`config.mk`:
```
export PLATFORM = sky130hd
export DESIGN_NAME = bus_console_target
export DESIGN_NICKNAME = d
export VERILOG_FILES = /design/src/rtl/bus_console_target.sv
export SDC_FILE = /design/constraint.sdc
export NUM_CORES = 1
export LEC_CHECK = 0
export CAP_MARGIN = 10
export CORE_ASPECT_RATIO = 1.5
export CORE_UTILIZATION = 35
export CTS_CLUSTER_SIZE = 40
export DETAILED_ROUTE_END_ITERATION = 6
export HOLD_SLACK_MARGIN = 0.1
export PLACE_DENSITY = 0.6
export REMOVE_ABC_BUFFERS = 1
export SYNTH_ARGS = -nofsm -noshare
export SYNTH_HDL_FRONTEND = slang
export SYNTH_SLANG_ARGS = --single-unit
```
`constraint.sdc`:
```
create_clock -name clk -period 7.4 [get_ports clk]
set_clock_uncertainty 0.05 [all_clocks]
set_input_delay 1.48 -clock clk [delete_from_list [all_inputs] [get_ports clk]]
set_output_delay 1.48 -clock clk [all_outputs]
set_load 0.005 [all_outputs]
```
`src/rtl/bus_console_target.sv`:
```
// bus_console_target: memory-mapped console responder on the shared system bus.
// Decodes a 16-byte window at BASE_ADDR. DATA writes push into a TX FIFO that
// drains to an external byte sink; DATA reads pop an RX FIFO fed by an external
// byte source. STATUS exposes FIFO flags and counts. Every hit gets exactly one
// bus_ready pulse, followed by a one-cycle HOLD so that a request the initiator
// is still holding is not taken twice.
// Optional feature macro: BUS_CONSOLE_RX_EN builds the RX FIFO and RX port.
// Without it, rx_ready is 0, DATA reads return 0 and the RX STATUS fields read 0.
module bus_console_target #(
  parameter logic [31:0] BASE_ADDR  = 32'hFFFF_0000,
  parameter int          FIFO_DEPTH = 16
) (
  input  logic        clk,
  input  logic        Nrst,
  input  logic [31:0] bus_addr,
  input  logic [31:0] bus_wdata,
  input  logic        bus_rd,
  input  logic        bus_wr,
  output logic [31:0] bus_rdata,
  output logic        bus_ready,
  output logic [7:0]  tx_data,
  output logic        tx_valid,
  input  logic        tx_ready,
  input  logic [7:0]  rx_data,
  input  logic        rx_valid,
  output logic        rx_ready
);

  localparam int AW = $clog2(FIFO_DEPTH);
  localparam int CW = AW + 1;

  typedef enum logic [1:0] {S_IDLE, S_WAIT_TX, S_RESP, S_HOLD} state_t;

  state_t      state;
  logic        op_wr;
  logic [1:0]  op_sel;
  logic [7:0]  op_byte;
  logic        op_pop;

  logic        req_hit;
  logic [31:0] rd_value;

  // Request decode: rd and wr together count as a write.
  assign req_hit = (bus_rd | bus_wr) && (bus_addr[31:4] == BASE_ADDR[31:4]);

  // ---------------- TX FIFO ----------------
  logic [7:0]    tx_mem [FIFO_DEPTH];
  logic [AW-1:0] tx_wr_ptr, tx_rd_ptr;
  logic [CW-1:0] tx_count;
  logic          tx_full, tx_empty, tx_push, tx_pop;

  assign tx_full  = (tx_count == CW'(FIFO_DEPTH));
  assign tx_empty = (tx_count == '0);
  assign tx_push  = (state == S_RESP) && op_wr && (op_sel == 2'd0);
  assign tx_pop   = tx_valid & tx_ready;
  assign tx_valid = !tx_empty;
  assign tx_data  = tx_empty ? 8'h00 : tx_mem[tx_rd_ptr];

  // TX storage write.
  // NOTE: FIFO storage is deliberately not reset; the pointers and count define which entries are meaningful.
  always_ff @(posedge clk) begin
    if (tx_push) tx_mem[tx_wr_ptr] <= op_byte;
  end

  // TX pointers and occupancy; simultaneous push and pop leave the count unchanged.
  always_ff @(posedge clk or negedge Nrst) begin
    if (!Nrst) begin
      tx_wr_ptr <= '0;
      tx_rd_ptr <= '0;
      tx_count  <= '0;
    end else begin
      if (tx_push) tx_wr_ptr <= tx_wr_ptr + 1'b1;
      if (tx_pop)  tx_rd_ptr <= tx_rd_ptr + 1'b1;
      case ({tx_push, tx_pop})
        2'b10:   tx_count <= tx_count + 1'b1;
        2'b01:   tx_count <= tx_count - 1'b1;
        default: tx_count <= tx_count;
      endcase
    end
  end

  // ---------------- RX FIFO ----------------
  logic       rx_nonempty, rx_full;
  logic [7:0] rx_head, rx_count8;
  logic       rx_pop;

  assign rx_pop = (state == S_RESP) && op_pop;

`ifdef BUS_CONSOLE_RX_EN
  logic [7:0]    rx_mem [FIFO_DEPTH];
  logic [AW-1:0] rx_wr_ptr, rx_rd_ptr;
  logic [CW-1:0] rx_count;
  logic          rx_push;

  assign rx_full     = (rx_count == CW'(FIFO_DEPTH));
  assign rx_nonempty = (rx_count != '0);
  assign rx_ready    = !rx_full;
  assign rx_push     = rx_valid & rx_ready;
  assign rx_head     = rx_mem[rx_rd_ptr];
  assign rx_count8   = 8'(rx_count);

  // RX storage write.
  always_ff @(posedge clk) begin
    if (rx_push) rx_mem[rx_wr_ptr] <= rx_data;
  end

  // RX pointers and occupancy; a bus pop and a serial push may coincide.
  always_ff @(posedge clk or negedge Nrst) begin
    if (!Nrst) begin
      rx_wr_ptr <= '0;
      rx_rd_ptr <= '0;
      rx_count  <= '0;
    end else begin
      if (rx_push) rx_wr_ptr <= rx_wr_ptr + 1'b1;
      if (rx_pop)  rx_rd_ptr <= rx_rd_ptr + 1'b1;
      case ({rx_push, rx_pop})
        2'b10:   rx_count <= rx_count + 1'b1;
        2'b01:   rx_count <= rx_count - 1'b1;
        default: rx_count <= rx_count;
      endcase
    end
  end
`else
  assign rx_full     = 1'b0;
  assign rx_nonempty = 1'b0;
  assign rx_ready    = 1'b0;
  assign rx_head     = 8'h00;
  assign rx_count8   = 8'h00;

  logic unused_rx;
  assign unused_rx = ^{rx_data, rx_valid, rx_pop};
`endif

  logic unused_bus;
  assign unused_bus = ^{bus_wdata[31:8], bus_addr[1:0]};

  // Read data as seen at the accepting edge.
  // NOTE: every always_comb output gets a default first so no latch is inferred.
  always_comb begin
    rd_value = '0;
    if (!bus_wr) begin
      case (bus_addr[3:2])
        2'd0: if (rx_nonempty) rd_value = {1'b1, 23'b0, rx_head};
        2'd1: rd_value = {8'h00, rx_count8, 8'(tx_count), 4'h0,
                          rx_full, rx_nonempty, tx_empty, tx_full};
        default: rd_value = '0;
      endcase
    end
  end

  // Bus protocol FSM with registered bus_ready / bus_rdata.
  // NOTE: sequential state uses non-blocking assignments so all registers update together at the edge.
  always_ff @(posedge clk or negedge Nrst) begin
    if (!Nrst) begin
      state     <= S_IDLE;
      bus_ready <= 1'b0;
      bus_rdata <= '0;
      op_wr     <= 1'b0;
      op_sel    <= 2'd0;
      op_byte   <= 8'h00;
      op_pop    <= 1'b0;
    end else begin
      case (state)
        S_IDLE: begin
          if (req_hit) begin
            op_wr   <= bus_wr;
            op_sel  <= bus_addr[3:2];
            op_byte <= bus_wdata[7:0];
            op_pop  <= !bus_wr && (bus_addr[3:2] == 2'd0) && rx_nonempty;
            if (bus_wr && (bus_addr[3:2] == 2'd0) && tx_full) begin
              state <= S_WAIT_TX;
            end else begin
              state     <= S_RESP;
              bus_ready <= 1'b1;
              bus_rdata <= rd_value;
            end
          end
        end
        S_WAIT_TX: begin
          if (!tx_full) begin
            state     <= S_RESP;
            bus_ready <= 1'b1;
          end
        end
        S_RESP: begin
          bus_ready <= 1'b0;
          bus_rdata <= '0;
          op_pop    <= 1'b0;
          state     <= S_HOLD;
        end
        S_HOLD:  state <= S_IDLE;
        default: state <= S_IDLE;
      endcase
    end
  end

endmodule

```
## After elaboration in Yosys (flattened, before gate mapping)

Memories as Yosys holds them, arrays and structs flattened.
Index checks and enable logic that the tools add are counted.

- Eq/ne operators: 11
- Reduce and logical (&&, ||, !) cells: 17
- Add/sub/neg operators: 4
- Mux-type cells: 17
- Bitwise operators: 2

Operators with widths:

| cell | count |
|---|---|
| $mux W32 | 2 |
| $pmux W32 S2 | 1 |
| $eq A28 B28 Y1 const B | 1 |
| $mux W13 | 2 |
| $pmux W5 S2 | 1 |
| $add A4 B1 Y4 const B | 2 |
| $mux W8 | 1 |
| $pmux W2 S4 | 1 |
| $eq A2 B1 Y1 const B | 3 |
| $eq A2 B2 Y1 const B | 3 |
| $logic_not A2 Y1 | 3 |
| $mux W2 | 3 |
| $ne A2 B2 Y1 const B | 3 |
| $add A5 B1 Y5 const B | 1 |
| $eq A5 B5 Y1 const B | 1 |
| $logic_and A1 B1 Y1 | 5 |
| $logic_not A5 Y1 | 1 |
| $mux W1 | 5 |
| $sub A5 B1 Y5 const B | 1 |
| $reduce_and A2 Y1 | 2 |
| $reduce_and A4 Y1 | 1 |
| $reduce_bool A2 Y1 | 2 |
| $pmux W1 S3 | 1 |
| $reduce_and A3 Y1 | 1 |
| 4 further kinds | 4 |

- Logic and storage cells: 61
- Memory bits (writable): 128
- Memories: 1
- Output and inout port bits: 43
- Bits in registers: 59

Memories:

| memory | depth | bits a word | read ports | clocked after Yosys merged registers in | wr ports | RTL line | source |
|---|---|---|---|---|---|---|---|
| tx_mem | 16 | 8 | 1 | 0 | 1 | 47 | `logic [7:0] tx_mem [FIFO_DEPTH];` |

## Longest topological paths before layout

- Word-level depth: 6
- Gate-level depth with buffers: 13
- Depth with buffers taken out: 11

## Worst setup path before layout

No wires, ideal clock.

- Kind: input to register
- Start point: input bus_addr[9]
- End point: register bus_rdata[0]
- Path buffers: 0
- Setup time: 0.137 ns
- Data arrival time: 3.143 ns
- Cell stages on the path: 4
- Setup slack: 4.070 ns
- Cells stage by stage: or4_4 or4_4 o41ai_4 o22ai_1

- Longest elaborated chain between the ends: 4

Ends and longest elaborated chain:

| element | RTL line | source |
|---|---|---|
| from (decl) | 15 | `input logic [31:0] bus_addr,` |
| $eq A28 B28 Y1 | 44 | `assign req_hit = (bus_rd \| bus_wr) && (bus_addr[31:4] == BASE_ADDR[31:4]);` |
| $logic_and A1 B1 Y1 | 44 |  |
| $ne A2 B2 Y1 (no source line) | - |  |
| $reduce_and A3 Y1 (no source line) | - |  |
| to (signal assigned) | 175 | `bus_rdata <= rd_value;` |
| to (decl) | 19 | `output logic [31:0] bus_rdata,` |

Every way passes these cells.
A chain may end at the register's enable or synchronous reset.

## Worst setup path after layout

- Start point: register tx_count[1]
- End point: output tx_data[2]

- Longest elaborated chain between the ends: 2

Ends and longest elaborated chain:

| element | RTL line | source |
|---|---|---|
| from (decl) | 49 | `logic [CW-1:0] tx_count;` |
| from (signal assigned) | 75 | `2'b10: tx_count <= tx_count + 1'b1;` |
| from (signal assigned) | 76 | `2'b01: tx_count <= tx_count - 1'b1;` |
| from (signal assigned) | 77 | `default: tx_count <= tx_count;` |
| $logic_not A5 Y1 | 53 | `assign tx_empty = (tx_count == '0);` |
| $mux W8 | 57 | `assign tx_data = tx_empty ? 8'h00 : tx_mem[tx_rd_ptr];` |
| to (decl) | 21 | `output logic [7:0] tx_data,` |

Every way passes these cells.

==> impl_metrics.toml <==
[yosys]
syn_avg_cell_area_sq_um = 16.8
synth_cell_types = 49
synth_area_sq_um = 7020
synth_flop_cell = "edfxtp_1"
ys_ff_latch = 162
yosys_warnings = 0
syn_inst = 418
async_flop_share_pct = 21.0
ys_seq_area_share_pct = 66.9
synth_edf_count = 128

[finish]
layout_common_cells = "edfxtp_1, clkdlybuf4s50_1, mux4_2, dfrtp_1, conb_1"
final_common_cell = "edfxtp_1"
drive_gt1_share_pct = 19.2
fin_util_pct = 43.2
area_growth_syn_to_layout_pct = 21.4
fin_nets = 577
antenna_cells = 0

[cts]
htreeDepth = 4
cts_buffers = 17
clockRootBuffer = "clkbuf_16"
clk_path_buf_depth = 2
cts_hold_buf = 0
clkSlewWorstSetupHoldPaths_ns = 0.06
clk_latency_ns = 0.42
cts_resized = 0
postCtsSetupBuffers = 0
cts_tree = "built"
clock_sinks = 162

[sta]
slew_headroom_pct = 28.9
clock.fmax_ghz = 0.224
rsz0062_at_grt = "false"
setup_viol_count_final = 0
finalSetupTns_ns = 0
hold_viol = 0
maxSlewViolCount = 0
fin_crit_ns = 4.47
period_share_pct = 60.5
worst_pin_slew_ns = 1.07

[critical_path]
timing.rr.start = "tx_count[1]"
required_ns = 5.87
crit_type = "reg2out"
critPathCaptureType = "primary output"
timing.critical_path.fanout_max = 8
cp_data_arrival_time_ns = 2.94
cp-start-kind = "flip-flop"
cp-startpoint = "tx_count[1]"

[placement]
port_buffers = 59
dp_hpwl_mm = 9.56
place_congestion = 0.723

[global_route]
use_met2_pct = 26.1
busiest_layer = "met2"
gr-usage-all-layers_pct = 14.0
grt_use_met3_pct = 3.28
grt_overflow = 0
use_met1_pct = 15.6
antenna_found_initial = 0
grt_pass1_wl_mm = 21.8
grt_max_degree = 36
first_global_vias = 4002

[floorplanning]
initial_core_util_pct = 35.6
die_w_microns = 118
placementRows = 63
die_area_sq_um = 20600
core-area_sq_um = 19700
dieHeight_microns = 175
io-pin-count = 121

[pwr]
leakage_nw = 3.33
power_mw = 2.39
p_per_area_nw_per_um2 = 280
ir_drop_mv = 0.133

[drt]
drtIter0Drc = 184
drc = 0
drtAntennaViolNets = 0
via_per_inst = 4.89
avgRoutedWirePerCell_microns = 17.9
drt_first_pass_iters = 4
totalWireLength_mm = 13.6
num_vias = 3724

[run_status]
outcome = "completed"

[min_path]
hp-class = "reg2reg"
min_from = "op_sel[0]"

[flow_run]
max-cap-violations = 0
Yosys cell counts, types with 3 or more instances:
cell type / count / area [sq um]
a21oi_1: 3 / 15.0
and2_1: 4 / 25.0
buf_2: 4 / 20.0
buf_4: 26 / 195
clkbuf_1: 11 / 41.3
dfrtp_1: 34 / 851
edfxtp_1: 128 / 3840
ha_1: 11 / 138
inv_1: 23 / 86.3
mux2_2: 13 / 146
mux2i_1: 17 / 170
mux4_2: 32 / 721
nand2_1: 9 / 33.8
nand3_1: 4 / 20.0
nand4_1: 8 / 50.1
nor2_1: 8 / 30.0
nor3_1: 6 / 30.0
nor4_1: 6 / 37.5
o211ai_1: 5 / 37.5
o21ai_0: 4 / 20.0
o22ai_1: 15 / 93.8
or4_4: 4 / 45.0
xnor2_1: 9 / 78.8
xor2_1: 4 / 35.0
through the flow:
step / hold WS (ns) / std cells / cell area, sq um / worst slack (ns)
floorplan: 0.421 / 400 / 6850 / 3.55
global placement: 0.437 / 729 / 7840 / 3.21
detailed placement: 0.448 / 729 / 7840 / 3.17
CTS: 0.462 / 761 / 8520 / 2.84
global route: 0.478 / 761 / 8520 / 2.67
finish: 0.457 / 761 / 8520 / 2.93
worst max-delay path, cell delays in order (launching register included):
cell and delay [ns]:
dfrtp_1 0.47, nor4_2 0.67, nand2_1 0.29, nand2b_1 0.41, o22ai_1 0.21, clkdlybuf4s50_1 0.48
layer usage:
metal / vias to the layer above / share of wire, %
met5: - / 0
met4: 0 / 0.70
met3: 6 / 4.0
met2: 101 / 56
met1: 1888 / 39
li1: 1729 / -
cell families (layout without fill, tap and decap cells):
logic type	count (synthesis)	in the layout	share of synthesized area, %
muxes	63	63	14.9
DFF	162	162	66.9
adders and majority gates	11	11	1.96
other	1	26	0.0534
xor gates and xnor gates	13	13	1.62
and+or+nand+nor	67	67	5.94
AOI/OAI and AO/OA	35	35	3.58
buffers and inverters	66	124	4.99
path summary, 6_finish.rpt:
path | to | slack [ns] | depth (start not counted)
max | tx_data[2] | 2.93 | 5
min | op_sel[0] | 0.46 | 1
max reg2reg | tx_count[4] | 4.41 | 9
min reg2reg | op_sel[0] | 0.46 | 1
max in group asynchronous | tx_rd_ptr[0] | 5.53 | 2
min in group asynchronous | bus_rdata[1] | 1.43 | 2
registers in the layout, indices dropped and copies added, names as in the netlist:
register,cells
op_sel,2
bus_rdata,7
state,2
op_wr,1
tx_rd_ptr,4
bus_ready,1
op_byte,8
tx_wr_ptr,4
tx_mem,128
tx_count,5
report_power, final:
group          total (mW)  internal (mW)  switching (mW)  leakage [nW]
Sequential           1.10          0.997          0.0996          1.94
Clock               0.992          0.636           0.355         0.317
Combinational       0.300          0.164           0.135          1.07
final cells by class:
cell class                      instances  area, sq um
Inverter                               23         86.3
Fill cell                            1808        11200
Sequential cell                       162         4700
Tap cell                              260          325
Timing Repair Buffer                   69          666
Clock buffer                           17          425
Clock inverter                         15          254
Multi-Input combinational cell        215         2070
Power figures use the tool's default switching activity.
